## src/rtl/mem_lsu.sv

```systemverilog
// mem_lsu: multi-cycle load/store unit between ex_mem and mem_wb with a req/gnt/rvalid data-bus port
//
// Optional feature: define MEM_LSU_MISALIGN_EXC_EN to raise an exception on misaligned or
// oversize accesses. When it is undefined, the offset is silently aligned down to the access size.
//
// Ports:
//   clk, rst                      clock and asynchronous active-low reset
//   req_valid_i / req_ready_o     operation handshake carrying op_i, addr_i, wdata_i and rd_addr_i
//   flush_i                       kill the in-flight operation (interrupt entry)
//   bus_req_o .. bus_wdata_o      registered request; held until bus_gnt_i
//   bus_gnt_i, bus_rvalid_i,
//   bus_rdata_i, bus_err_i        grant and response; one transaction outstanding
//   wb_valid_o .. wb_data_o       one-cycle completion pulse with extended load data
//   exc_valid_o .. exc_addr_o     one-cycle exception pulse with cause and original address
module mem_lsu #(
    parameter int DATA_W  = 32,
    parameter int ADDR_W  = 32,
    parameter int TIMEOUT = 255
) (
    input  logic              clk,
    input  logic              rst,
    input  logic              req_valid_i,
    output logic              req_ready_o,
    input  logic [3:0]        op_i,
    input  logic [ADDR_W-1:0] addr_i,
    input  logic [DATA_W-1:0] wdata_i,
    input  logic [4:0]        rd_addr_i,
    input  logic              flush_i,
    output logic              bus_req_o,
    output logic              bus_we_o,
    output logic [ADDR_W-1:0] bus_addr_o,
    output logic [DATA_W/8-1:0] bus_be_o,
    output logic [DATA_W-1:0] bus_wdata_o,
    input  logic              bus_gnt_i,
    input  logic              bus_rvalid_i,
    input  logic [DATA_W-1:0] bus_rdata_i,
    input  logic              bus_err_i,
    output logic              wb_valid_o,
    output logic              wb_we_o,
    output logic [4:0]        wb_addr_o,
    output logic [DATA_W-1:0] wb_data_o,
    output logic              exc_valid_o,
    output logic [1:0]        exc_cause_o,
    output logic [ADDR_W-1:0] exc_addr_o
);
    localparam int NB = DATA_W / 8;
    localparam int OW = $clog2(NB);
    localparam logic [1:0] MAX_SZ = 2'(OW);
    localparam int CW = $clog2(TIMEOUT + 2);
`ifdef MEM_LSU_MISALIGN_EXC_EN
    localparam bit MIS_EXC = 1'b1;
`else
    localparam bit MIS_EXC = 1'b0;
`endif

    typedef enum logic [1:0] {IDLE, REQ, WAIT} state_t;

    state_t            state_q, state_d;
    logic              st_q, st_d, uns_q, uns_d, kill_q, kill_d;
    logic [1:0]        size_q, size_d;
    logic [OW-1:0]     off_q, off_d;
    logic [ADDR_W-1:0] addr_q, addr_d;
    logic [4:0]        rd_q, rd_d;
    logic [CW-1:0]     cnt_q, cnt_d;
    logic              bus_req_q, bus_req_d, bus_we_q, bus_we_d;
    logic [ADDR_W-1:0] bus_addr_q, bus_addr_d;
    logic [NB-1:0]     bus_be_q, bus_be_d;
    logic [DATA_W-1:0] bus_wdata_q, bus_wdata_d;
    logic              wb_valid_q, wb_valid_d, wb_we_q, wb_we_d;
    logic [4:0]        wb_addr_q, wb_addr_d;
    logic [DATA_W-1:0] wb_data_q, wb_data_d;
    logic              exc_valid_q, exc_valid_d;
    logic [1:0]        exc_cause_q, exc_cause_d;
    logic [ADDR_W-1:0] exc_addr_q, exc_addr_d;

    logic              oversize, misaligned, accept, tmo, sgn;
    logic [1:0]        esz;
    logic [OW-1:0]     off, amask, aoff;
    logic [NB-1:0]     bmask;
    logic [DATA_W-1:0] rshift, kmask, ld_ext;

    always_comb begin
        // Oversize accesses are clamped to the beat width so lane math stays in range.
        oversize   = op_i[1:0] > MAX_SZ;
        esz        = oversize ? MAX_SZ : op_i[1:0];
        off        = addr_i[OW-1:0];
        amask      = OW'((1 << esz) - 1);
        aoff       = off & ~amask;
        misaligned = oversize || ((off & amask) != '0);
        bmask      = NB'(esz == 2'd0 ? 8'h01 : esz == 2'd1 ? 8'h03 : esz == 2'd2 ? 8'h0F : 8'hFF);
        accept     = (state_q == IDLE) && req_valid_i && !flush_i;
        tmo        = (TIMEOUT != 0) && (cnt_q == CW'(TIMEOUT - 1));
        // kmask keeps the access-size bits; its top set bit selects the sign bit.
        rshift     = bus_rdata_i >> {off_q, 3'b000};
        kmask      = ~({DATA_W{1'b1}} << (8 << size_q));
        sgn        = !uns_q && |(rshift & kmask & ~(kmask >> 1));
        ld_ext     = (rshift & kmask) | (sgn ? ~kmask : '0);
    end

    always_comb begin
        state_d     = state_q;
        st_d        = st_q;
        uns_d       = uns_q;
        kill_d      = kill_q;
        size_d      = size_q;
        off_d       = off_q;
        addr_d      = addr_q;
        rd_d        = rd_q;
        cnt_d       = cnt_q;
        bus_req_d   = bus_req_q;
        bus_we_d    = bus_we_q;
        bus_addr_d  = bus_addr_q;
        bus_be_d    = bus_be_q;
        bus_wdata_d = bus_wdata_q;
        wb_valid_d  = 1'b0;
        wb_we_d     = wb_we_q;
        wb_addr_d   = wb_addr_q;
        wb_data_d   = wb_data_q;
        exc_valid_d = 1'b0;
        exc_cause_d = exc_cause_q;
        exc_addr_d  = exc_addr_q;
        unique case (state_q)
            IDLE: if (accept) begin
                st_d   = op_i[3];
                uns_d  = op_i[2];
                size_d = esz;
                off_d  = aoff;
                addr_d = addr_i;
                rd_d   = rd_addr_i;
                kill_d = 1'b0;
                if (MIS_EXC && misaligned) begin
                    exc_valid_d = 1'b1;
                    exc_cause_d = {1'b0, op_i[3]};
                    exc_addr_d  = addr_i;
                end else begin
                    state_d     = REQ;
                    bus_req_d   = 1'b1;
                    bus_we_d    = op_i[3];
                    bus_addr_d  = {addr_i[ADDR_W-1:OW], {OW{1'b0}}};
                    bus_be_d    = bmask << aoff;
                    bus_wdata_d = wdata_i << {aoff, 3'b000};
                end
            end
            REQ: if (bus_gnt_i) begin
                // Once granted the slave owes a response, so a flush only marks the result dead.
                state_d   = WAIT;
                bus_req_d = 1'b0;
                kill_d    = flush_i;
                cnt_d     = '0;
            end else if (flush_i) begin
                state_d   = IDLE;
                bus_req_d = 1'b0;
            end
            WAIT: begin
                cnt_d  = cnt_q + 1'b1;
                kill_d = kill_q || flush_i;
                if (bus_rvalid_i || tmo) begin
                    state_d = IDLE;
                    if (!(kill_q || flush_i)) begin
                        if (bus_rvalid_i && !bus_err_i) begin
                            wb_valid_d = 1'b1;
                            wb_we_d    = !st_q;
                            wb_addr_d  = rd_q;
                            wb_data_d  = st_q ? '0 : ld_ext;
                        end else begin
                            exc_valid_d = 1'b1;
                            exc_cause_d = {1'b1, st_q};
                            exc_addr_d  = addr_q;
                        end
                    end
                end
            end
            default: state_d = IDLE;
        endcase
    end

    always_ff @(posedge clk or negedge rst) begin
        if (!rst) begin
            state_q     <= IDLE;
            st_q        <= 1'b0;
            uns_q       <= 1'b0;
            kill_q      <= 1'b0;
            size_q      <= '0;
            off_q       <= '0;
            addr_q      <= '0;
            rd_q        <= '0;
            cnt_q       <= '0;
            bus_req_q   <= 1'b0;
            bus_we_q    <= 1'b0;
            bus_addr_q  <= '0;
            bus_be_q    <= '0;
            bus_wdata_q <= '0;
            wb_valid_q  <= 1'b0;
            wb_we_q     <= 1'b0;
            wb_addr_q   <= '0;
            wb_data_q   <= '0;
            exc_valid_q <= 1'b0;
            exc_cause_q <= '0;
            exc_addr_q  <= '0;
        end else begin
            state_q     <= state_d;
            st_q        <= st_d;
            uns_q       <= uns_d;
            kill_q      <= kill_d;
            size_q      <= size_d;
            off_q       <= off_d;
            addr_q      <= addr_d;
            rd_q        <= rd_d;
            cnt_q       <= cnt_d;
            bus_req_q   <= bus_req_d;
            bus_we_q    <= bus_we_d;
            bus_addr_q  <= bus_addr_d;
            bus_be_q    <= bus_be_d;
            bus_wdata_q <= bus_wdata_d;
            wb_valid_q  <= wb_valid_d;
            wb_we_q     <= wb_we_d;
            wb_addr_q   <= wb_addr_d;
            wb_data_q   <= wb_data_d;
            exc_valid_q <= exc_valid_d;
            exc_cause_q <= exc_cause_d;
            exc_addr_q  <= exc_addr_d;
        end
    end

    assign req_ready_o = (state_q == IDLE);
    assign bus_req_o   = bus_req_q;
    assign bus_we_o    = bus_we_q;
    assign bus_addr_o  = bus_addr_q;
    assign bus_be_o    = bus_be_q;
    assign bus_wdata_o = bus_wdata_q;
    assign wb_valid_o  = wb_valid_q;
    assign wb_we_o     = wb_we_q;
    assign wb_addr_o   = wb_addr_q;
    assign wb_data_o   = wb_data_q;
    assign exc_valid_o = exc_valid_q;
    assign exc_cause_o = exc_cause_q;
    assign exc_addr_o  = exc_addr_q;
endmodule

```

## config.mk

```make
export PLATFORM = sky130hd
export DESIGN_NAME = mem_lsu
export DESIGN_NICKNAME = d
export VERILOG_FILES = /design/src/rtl/mem_lsu.sv
export SDC_FILE = /design/constraint.sdc
export NUM_CORES = 1
export LEC_CHECK = 0
export ABC_AREA = 1
export ABC_CLOCK_PERIOD_IN_PS = 2600
export BUFFER_PORTS_ARGS = -buffer_cell sky130_fd_sc_hd__buf_2
export CORE_ASPECT_RATIO = 1.75
export CORE_MARGIN = 2
export CORE_UTILIZATION = 51
export DETAILED_ROUTE_END_ITERATION = 8
export GPL_ROUTABILITY_DRIVEN = 0
export MAX_ROUTING_LAYER = met4
export PLACE_DENSITY = 0.84
export SLEW_MARGIN = 20
export SYNTH_ARGS = -nofsm -noshare
export SYNTH_HDL_FRONTEND = slang
export SYNTH_SLANG_ARGS = --single-unit
```

## constraint.sdc

```tcl
create_clock -name clk -period 2.6 [get_ports clk]
set_clock_uncertainty 0.2 [all_clocks]
set_input_delay 0.13 -clock clk [delete_from_list [all_inputs] [get_ports clk]]
set_output_delay 0.13 -clock clk [all_outputs]
set_load 0.005 [all_outputs]
```

Word level (Yosys, flattened, before mapping)
Cells that the tools add are included.

word-level totals
  flip-flop bits (word level) = 196
  bits in latches = 0
  RAM bits = 0
  ROM bits = 0
  bits of input ports = 112
  output and inout bits = 145
  word-level logic and storage cells = 97
  memories kept = 0

operators by class
  add/subtract/negate cells = 2
  $mul = 0
  div/mod/pow operators = 0
  $lt $le $gt $ge = 1
  equal/unequal tests = 8
  shifts and indexed selects = 6
  mux-type cells = 27
  bitwise operators = 10
  reductions and logical operators = 23

operators by type and width
  kind                                                  count
  AND 32 bit                                            2
  two-way mux 32 bit                                    2
  inverter 32 bit                                       2
  inverter 31 -> 32 bit                                 1
  OR 32 bit                                             1
  OR reduction 32 bit                                   1
  << shifter 32 x 32 -> 32 bit (first input constant)   1
  << shifter 32 x 5 -> 32 bit                           1
  << shifter 4 x 2 -> 32 bit (first input constant)     1
  >> shifter 32 x 5 -> 32 bit                           1
  one-hot mux 9 bit (2 select lines)                    1
  two-way mux 1 bit                                     13
  two-way mux 2 bit                                     5
  adder 9 x 1 -> 9 bit (second input constant)          1
  equality test 9 x 8 -> 1 bit (second input constant)  1
  two-way mux 9 bit                                     1
  AND reduction 3 bit                                   3
  two-way mux 4 bit                                     2
  AND reduction 4 bit                                   2
  one-hot mux 2 bit (3 select lines)                    1
  equality test 2 x 1 -> 1 bit (second input constant)  2
  logical AND 1 bit                                     4
  zero test 1 bit                                       4
  zero test 2 bit                                       2
  17 further kinds                                      22

Longest topological paths before layout
  depth in word-level cells = 10
  gate-level depth with buffers = 12
  gate-level depth less buffers = 11

Worst setup path after synthesis
Ideal clock, no wire load.

  path kind = register to register
  from = reg state_q[0]
  to = reg bus_wdata_q[29] (netlist: bus_wdata_o[29])
  setup time = 0.087 ns
  arrival time = 1.519 ns
  data required time = 2.313 ns
  setup slack = 0.794 ns
  cell stages (with the launch flop) = 10
  path buffers = 1
  period minus slack after synthesis = 1.806 ns
  path through = dfrtp_1 > inv_1 > ha_1 > nand2_1 > nor2_4 > nand2_2 > clkinv_1 > buf_2 > nand2_1 > o211ai_1

between the ends
  longest elaborated chain between the ends = 4

ends and longest elaborated chain
  element                          line  RTL
  start: declaration               58    state_t state_q, state_d;
  start signal: assignment         201   state_q <= state_d;
  zero test 2 bit *                --
  net req_ready_o                  23    output logic req_ready_o,
  logical AND 1 bit (2 in a row)   91    accept = (state_q == IDLE) && req_valid_i && !flush_i;
  AND reduction 2 bit (no line) *  --
  end signal: assignment           214   bus_wdata_q <= bus_wdata_d;
  end: declaration                 68    logic [DATA_W-1:0] bus_wdata_q, bus_wdata_d;

The timed path passes the listed nets; every way through them passes the cells marked *.
A chain may end at the register's enable or synchronous reset.

Final worst setup path
  from = reg off_q[0]
  to = reg wb_data_q[12] (netlist: wb_data_o[12])

between the ends
  longest elaborated chain between the ends = 8

ends and longest elaborated chain
  element                        line    RTL
  start: declaration             61      logic [OW-1:0] off_q, off_d;
  start signal: assignment       184     off_q <= '0;
  start signal: assignment       206     off_q <= off_d;
  >> shifter 32 x 5 -> 32 bit *  94      rshift = bus_rdata_i >> {off_q, 3'b000};
  AND 32 bit *                   96, 97
  AND 32 bit                     96      sgn = !uns_q && |(rshift & kmask & ~(kmask >> 1));
  OR reduction 32 bit            96
  logical AND 1 bit              96
  two-way mux 32 bit             97      ld_ext = (rshift & kmask) | (sgn ? ~kmask : '0);
  OR 32 bit *                    97
  two-way mux 32 bit *           164     wb_data_d = st_q ? '0 : ld_ext;
  end signal: assignment         218     wb_data_q <= wb_data_d;
  end: declaration               71      logic [DATA_W-1:0] wb_data_q, wb_data_d;

Every way passes the cells marked *; elsewhere a longest branch is shown, timed or not.

==> qor.csv <==
stage;metric;value;unit
status;run status;complete, no violations;
timing;part of the cycle the worst path needs;0.940;
worst_setup_path;Crit. End Element;flip-flop;
worst_setup_path;maximum cell stage delay along the critical path;0.68;ns
cells_and_area;Area Growth Syn to Fin;37.7;%
detailed_routing;routed length on met2;13700;µm
detailed_routing;DR vias;8164;
placed_design;count of input and output buffers;254;
placed_design;total placed instance area;9030;µm²
clock_tree;number of buffers created by CTS;17;
timing;setup_tns;0;ns
global_route;global-route total usage across every layer;0.313;
power_and_ir_drop;P_sw;4.27;mW
timing;Post-Route Hold Slack;0.0137;ns
worst_setup_path;cell-by-cell trace of the critical path;inv_2, buf_4, nor2_1, o211ai_1, dlygate4sd3_1, nand3_1, nand2_1;
synth;Seq cells post-synth;166;
power_and_ir_drop;proportion of power drawn by the clock network;0.227;
power_and_ir_drop;internal power consumption;6.83;mW
clock_tree;CTS sink cnt;166;
floorplanning;die boundary height;169;µm
floorplanning;die area;16500;µm²
worst_setup_path;RR Endpoint;wb_data_o[12];
detailed_routing;# DRC;0;
global_route;via count of the first global-routing pass;8287;
worst_setup_path;Critical Path RT;2.71;ns
timing;worst slew pin tran;0.827;ns
floorplanning;Top Ports;257;
detailed_routing;uppermost signal routing layer after detailed routing;met4;
synth;number of flops mapped to enable cells by yosys;0;
cells_and_area;nets@finish;1434;
placed_design;count of placed standard cells including taps;1359;
synth;Async S/R FF share, synth;1.00;
worst_setup_path;crit path buf inv count;3;
synth;gate count after technology mapping;985;
cells_and_area;final standard cell count with taps included and fillers excluded;1515;
synth;ranking of synthesized cells by instance count;sky130_fd_sc_hd__nand2_1 (414), sky130_fd_sc_hd__dfrtp_1 (166), sky130_fd_sc_hd__o21ai_0 (63);
synth;area share of the leading cell type in the synthesized netlist;0.526;
synth;average cell area after synthesis;8.02;µm²
synth;Netlist cell types;31;
worst_setup_path;family with the most delay on the worst path;buffers and inverters;
power_and_ir_drop;Cell Pwr Density;1020;nW/µm²
synth;summed instance area of the synthesized netlist;7900;µm²
global_route;largest net degree at the start of global routing;52;
floorplanning;Floorplan Core Area;15200;µm²
worst_setup_path;depth of the critical timing path with buffers and inverters included;7;
cells_and_area;number of diodes;0;
worst_setup_path;Crit Reg-Reg Startpoint;off_q[0];
worst_setup_path;Worst Reg-to-Reg Cells;7;
clock_tree;cell at the root of the clock tree;sky130_fd_sc_hd__clkbuf_16;
global_route;initial antenna violation count;0;
worst_setup_path;classification of the worst setup path;reg -> reg;
synth;share of synthesized area occupied by flip-flops and latches;0.526;
detailed_routing;initial DRC count;418;
detailed_routing;DRT antenna net count;0;
floorplanning;initial core utilization;0.518;
timing;final count of negative-setup-slack endpoints;0;
power_and_ir_drop;leakage power;5.95;nW
synth;dominant register cell in the synthesized netlist;sky130_fd_sc_hd__dfrtp_1;
synth;cell types with the largest area share after synthesis;sky130_fd_sc_hd__dfrtp_1 (53%), sky130_fd_sc_hd__nand2_1 (20%), sky130_fd_sc_hd__o21ai_0 (4.0%);
cells_and_area;fraction of layout instances using a drive strength above 1;0.248;
power_and_ir_drop;VDD IR-drop max;538;µV
placed_design;detailed-placement wirelength estimate;15500;µm
timing;post-layout minimum cycle time;2.44;ns
worst_setup_path;worst-path fanout max;24;
synth;most instantiated library cell after synthesis;sky130_fd_sc_hd__nand2_1;
worst_hold_path;Hold Crit Class;in -> async;
synth;number of warnings printed during yosys synthesis;0;
global_route;first-pass GRT wire length;40000;µm
worst_setup_path;Critical Path AT;2.55;ns
clock_tree;TritonCTS clock tree;built;
timing;Relative slew margins;0.448;
power_and_ir_drop;combinational power share;0.371;
worst_setup_path;worst reg-to-reg setup slack;0.16;ns
worst_setup_path;slowest cell on the critical path;sky130_fd_sc_hd__dfrtp_1;
detailed_routing;drt total wl;25500;µm
clock_tree;clock-pin slew reported for the worst setup and hold paths after clock tree synthesis;0.07;ns
timing;maximum operating frequency;409;MHz
floorplanning;width of the chip;98.1;µm
global_route;global route total overflow;0;
clock_tree;clock latency reported for the late side of the worst-skew pair;0.42;ns
clock_tree;number of buffers between clock root and the deepest sink;2;
cells_and_area;core utilization of the finished layout;0.714;
synth;area leader, netlist;sky130_fd_sc_hd__dfrtp_1;
cells_and_area;Final Instance Area;10900;µm²
job;number of maximum-capacitance violations;0;
detailed_routing;Metal-1 WL;8940;µm
power_and_ir_drop;power share of the sequential group;0.401;
power_and_ir_drop;switching share of total power;0.385;
clock_tree;H-tree Lvls;4;
detailed_routing;met3 wire len;1460;µm
detailed_routing;routed wirelength normalized by instance count;16.8;µm
detailed_routing;number of vias per cell after detailed routing;5.39;
timing;unrepaired setup endpoints after global routing;no;
worst_setup_path;Critical Path Source Type;flip-flop;
detailed_routing;router iterations before antenna repair;7;
timing;Final Hold Viols;0;
timing;Final Max Tran Viols;0;
floorplanning;count of standard-cell rows;60;
==> cell usage in the layout, fill, tap and decap left out, types with 2 or more instances in the layout <==
cell type | synthesis | final
sky130_fd_sc_hd__buf_12 | 0 | 2
sky130_fd_sc_hd__o21ai_0 | 63 | 63
sky130_fd_sc_hd__buf_4 | 35 | 12
sky130_fd_sc_hd__inv_8 | 0 | 4
sky130_fd_sc_hd__clkbuf_16 | 0 | 17
sky130_fd_sc_hd__nor2_1 | 58 | 58
sky130_fd_sc_hd__a31oi_1 | 8 | 8
sky130_fd_sc_hd__a21oi_2 | 8 | 8
sky130_fd_sc_hd__a21oi_1 | 25 | 25
sky130_fd_sc_hd__dfrtp_1 | 166 | 166
sky130_fd_sc_hd__buf_2 | 13 | 253
sky130_fd_sc_hd__nor3_1 | 3 | 3
sky130_fd_sc_hd__inv_6 | 0 | 5
sky130_fd_sc_hd__nand2_1 | 414 | 414
sky130_fd_sc_hd__conb_1 | 1 | 2
sky130_fd_sc_hd__nand3_1 | 53 | 53
sky130_fd_sc_hd__dlygate4sd3_1 | 0 | 124
sky130_fd_sc_hd__nand2_2 | 6 | 6
sky130_fd_sc_hd__inv_2 | 6 | 6
sky130_fd_sc_hd__inv_1 | 45 | 44
sky130_fd_sc_hd__o211ai_1 | 28 | 28
sky130_fd_sc_hd__buf_6 | 8 | 2
sky130_fd_sc_hd__clkinvlp_4 | 0 | 4
sky130_fd_sc_hd__ha_1 | 5 | 5
sky130_fd_sc_hd__nand4_1 | 3 | 3
==> worst max path at each step <==
stage | from | endpoint | slack (ns)
2_1_floorplan | state_q[0] | bus_wdata_o[29] | 0.79
3_3_place_gp | state_q[0] | off_q[0] | 0.39
3_5_place_dp | state_q[0] | wb_data_o[0] | 0.34
4_1_cts | off_q[1] | wb_data_o[8] | 0.09
5_1_grt | off_q[0] | wb_data_o[12] | 0.02
6_report | off_q[0] | wb_data_o[12] | 0.16
==> metrics by stage <==
stage | power (mW) | setup slack (ns)
after detailed placement | 8.10 | 0.336
after global placement | 7.98 | 0.391
after CTS | 11.0 | 0.0866
after global routing | 11.8 | 0.0156
final | 11.1 | 0.155
after floorplan | 6.65 | 0.794
==> area by class of cell <==
type / count / area, µm²
repair buffers: 393 / 2660
fillers: 1147 / 4360
well taps: 186 / 233
inverters: 54 / 211
clock inverters: 14 / 159
clock buffers: 17 / 425
flip-flops and latches: 166 / 4150
multi-input cells: 685 / 3040
==> sequential cells by signal, summed over array words and instances, names as in the netlist <==
| register | cells |
|---|---|
| bus_we_o | 1 |
| rd_q | 5 |
| wb_we_o | 1 |
| bus_req_o | 1 |
| size_q | 2 |
| cnt_q | 9 |
| wb_data_o | 32 |
| bus_wdata_o | 32 |
| off_q | 2 |
| exc_addr_o | 32 |
| bus_be_o | 4 |
| uns_q | 1 |
| state_q | 2 |
| wb_valid_o | 1 |
| kill_q | 1 |
| exc_valid_o | 1 |
| exc_cause_o | 2 |
| addr_q | 32 |
| wb_addr_o | 5 |
==> kinds of logic after synthesis <==
kind of cell | synth area share
other | 0.000475
flip-flops | 0.526
AND/OR/NAND/NOR | 0.277
buffers and inverters | 0.0906
AO/OA/AOI/OAI | 0.0987
adder cells (fa/ha/maj) | 0.00792
==> power groups by stage <==
stage / clock [mW] / combinational [mW] / sequential, mW
floorplan: 0 / 2.31 / 4.34
global placement: 0 / 3.57 / 4.41
detailed placement: 0 / 3.68 / 4.42
CTS: 2.56 / 3.99 / 4.40
global route: 2.67 / 4.54 / 4.57
finish: 2.52 / 4.12 / 4.45
==> repair_timing <==
item                                   4_1_cts  5_1_grt
resized for setup                            0        3
hold buffers                               124        0
setup buffers                                0        1
endpoints found under the hold margin      272        0
setup endpoints to repair                    0        8
==> layer usage <==
layer	track usage	up-vias
met5	-	-
met4	0.183	0
met3	0.0487	105
met2	0.556	443
met1	0.324	3864
li1	-	3752
No activity file was read; power rests on OpenSTA's default activity.
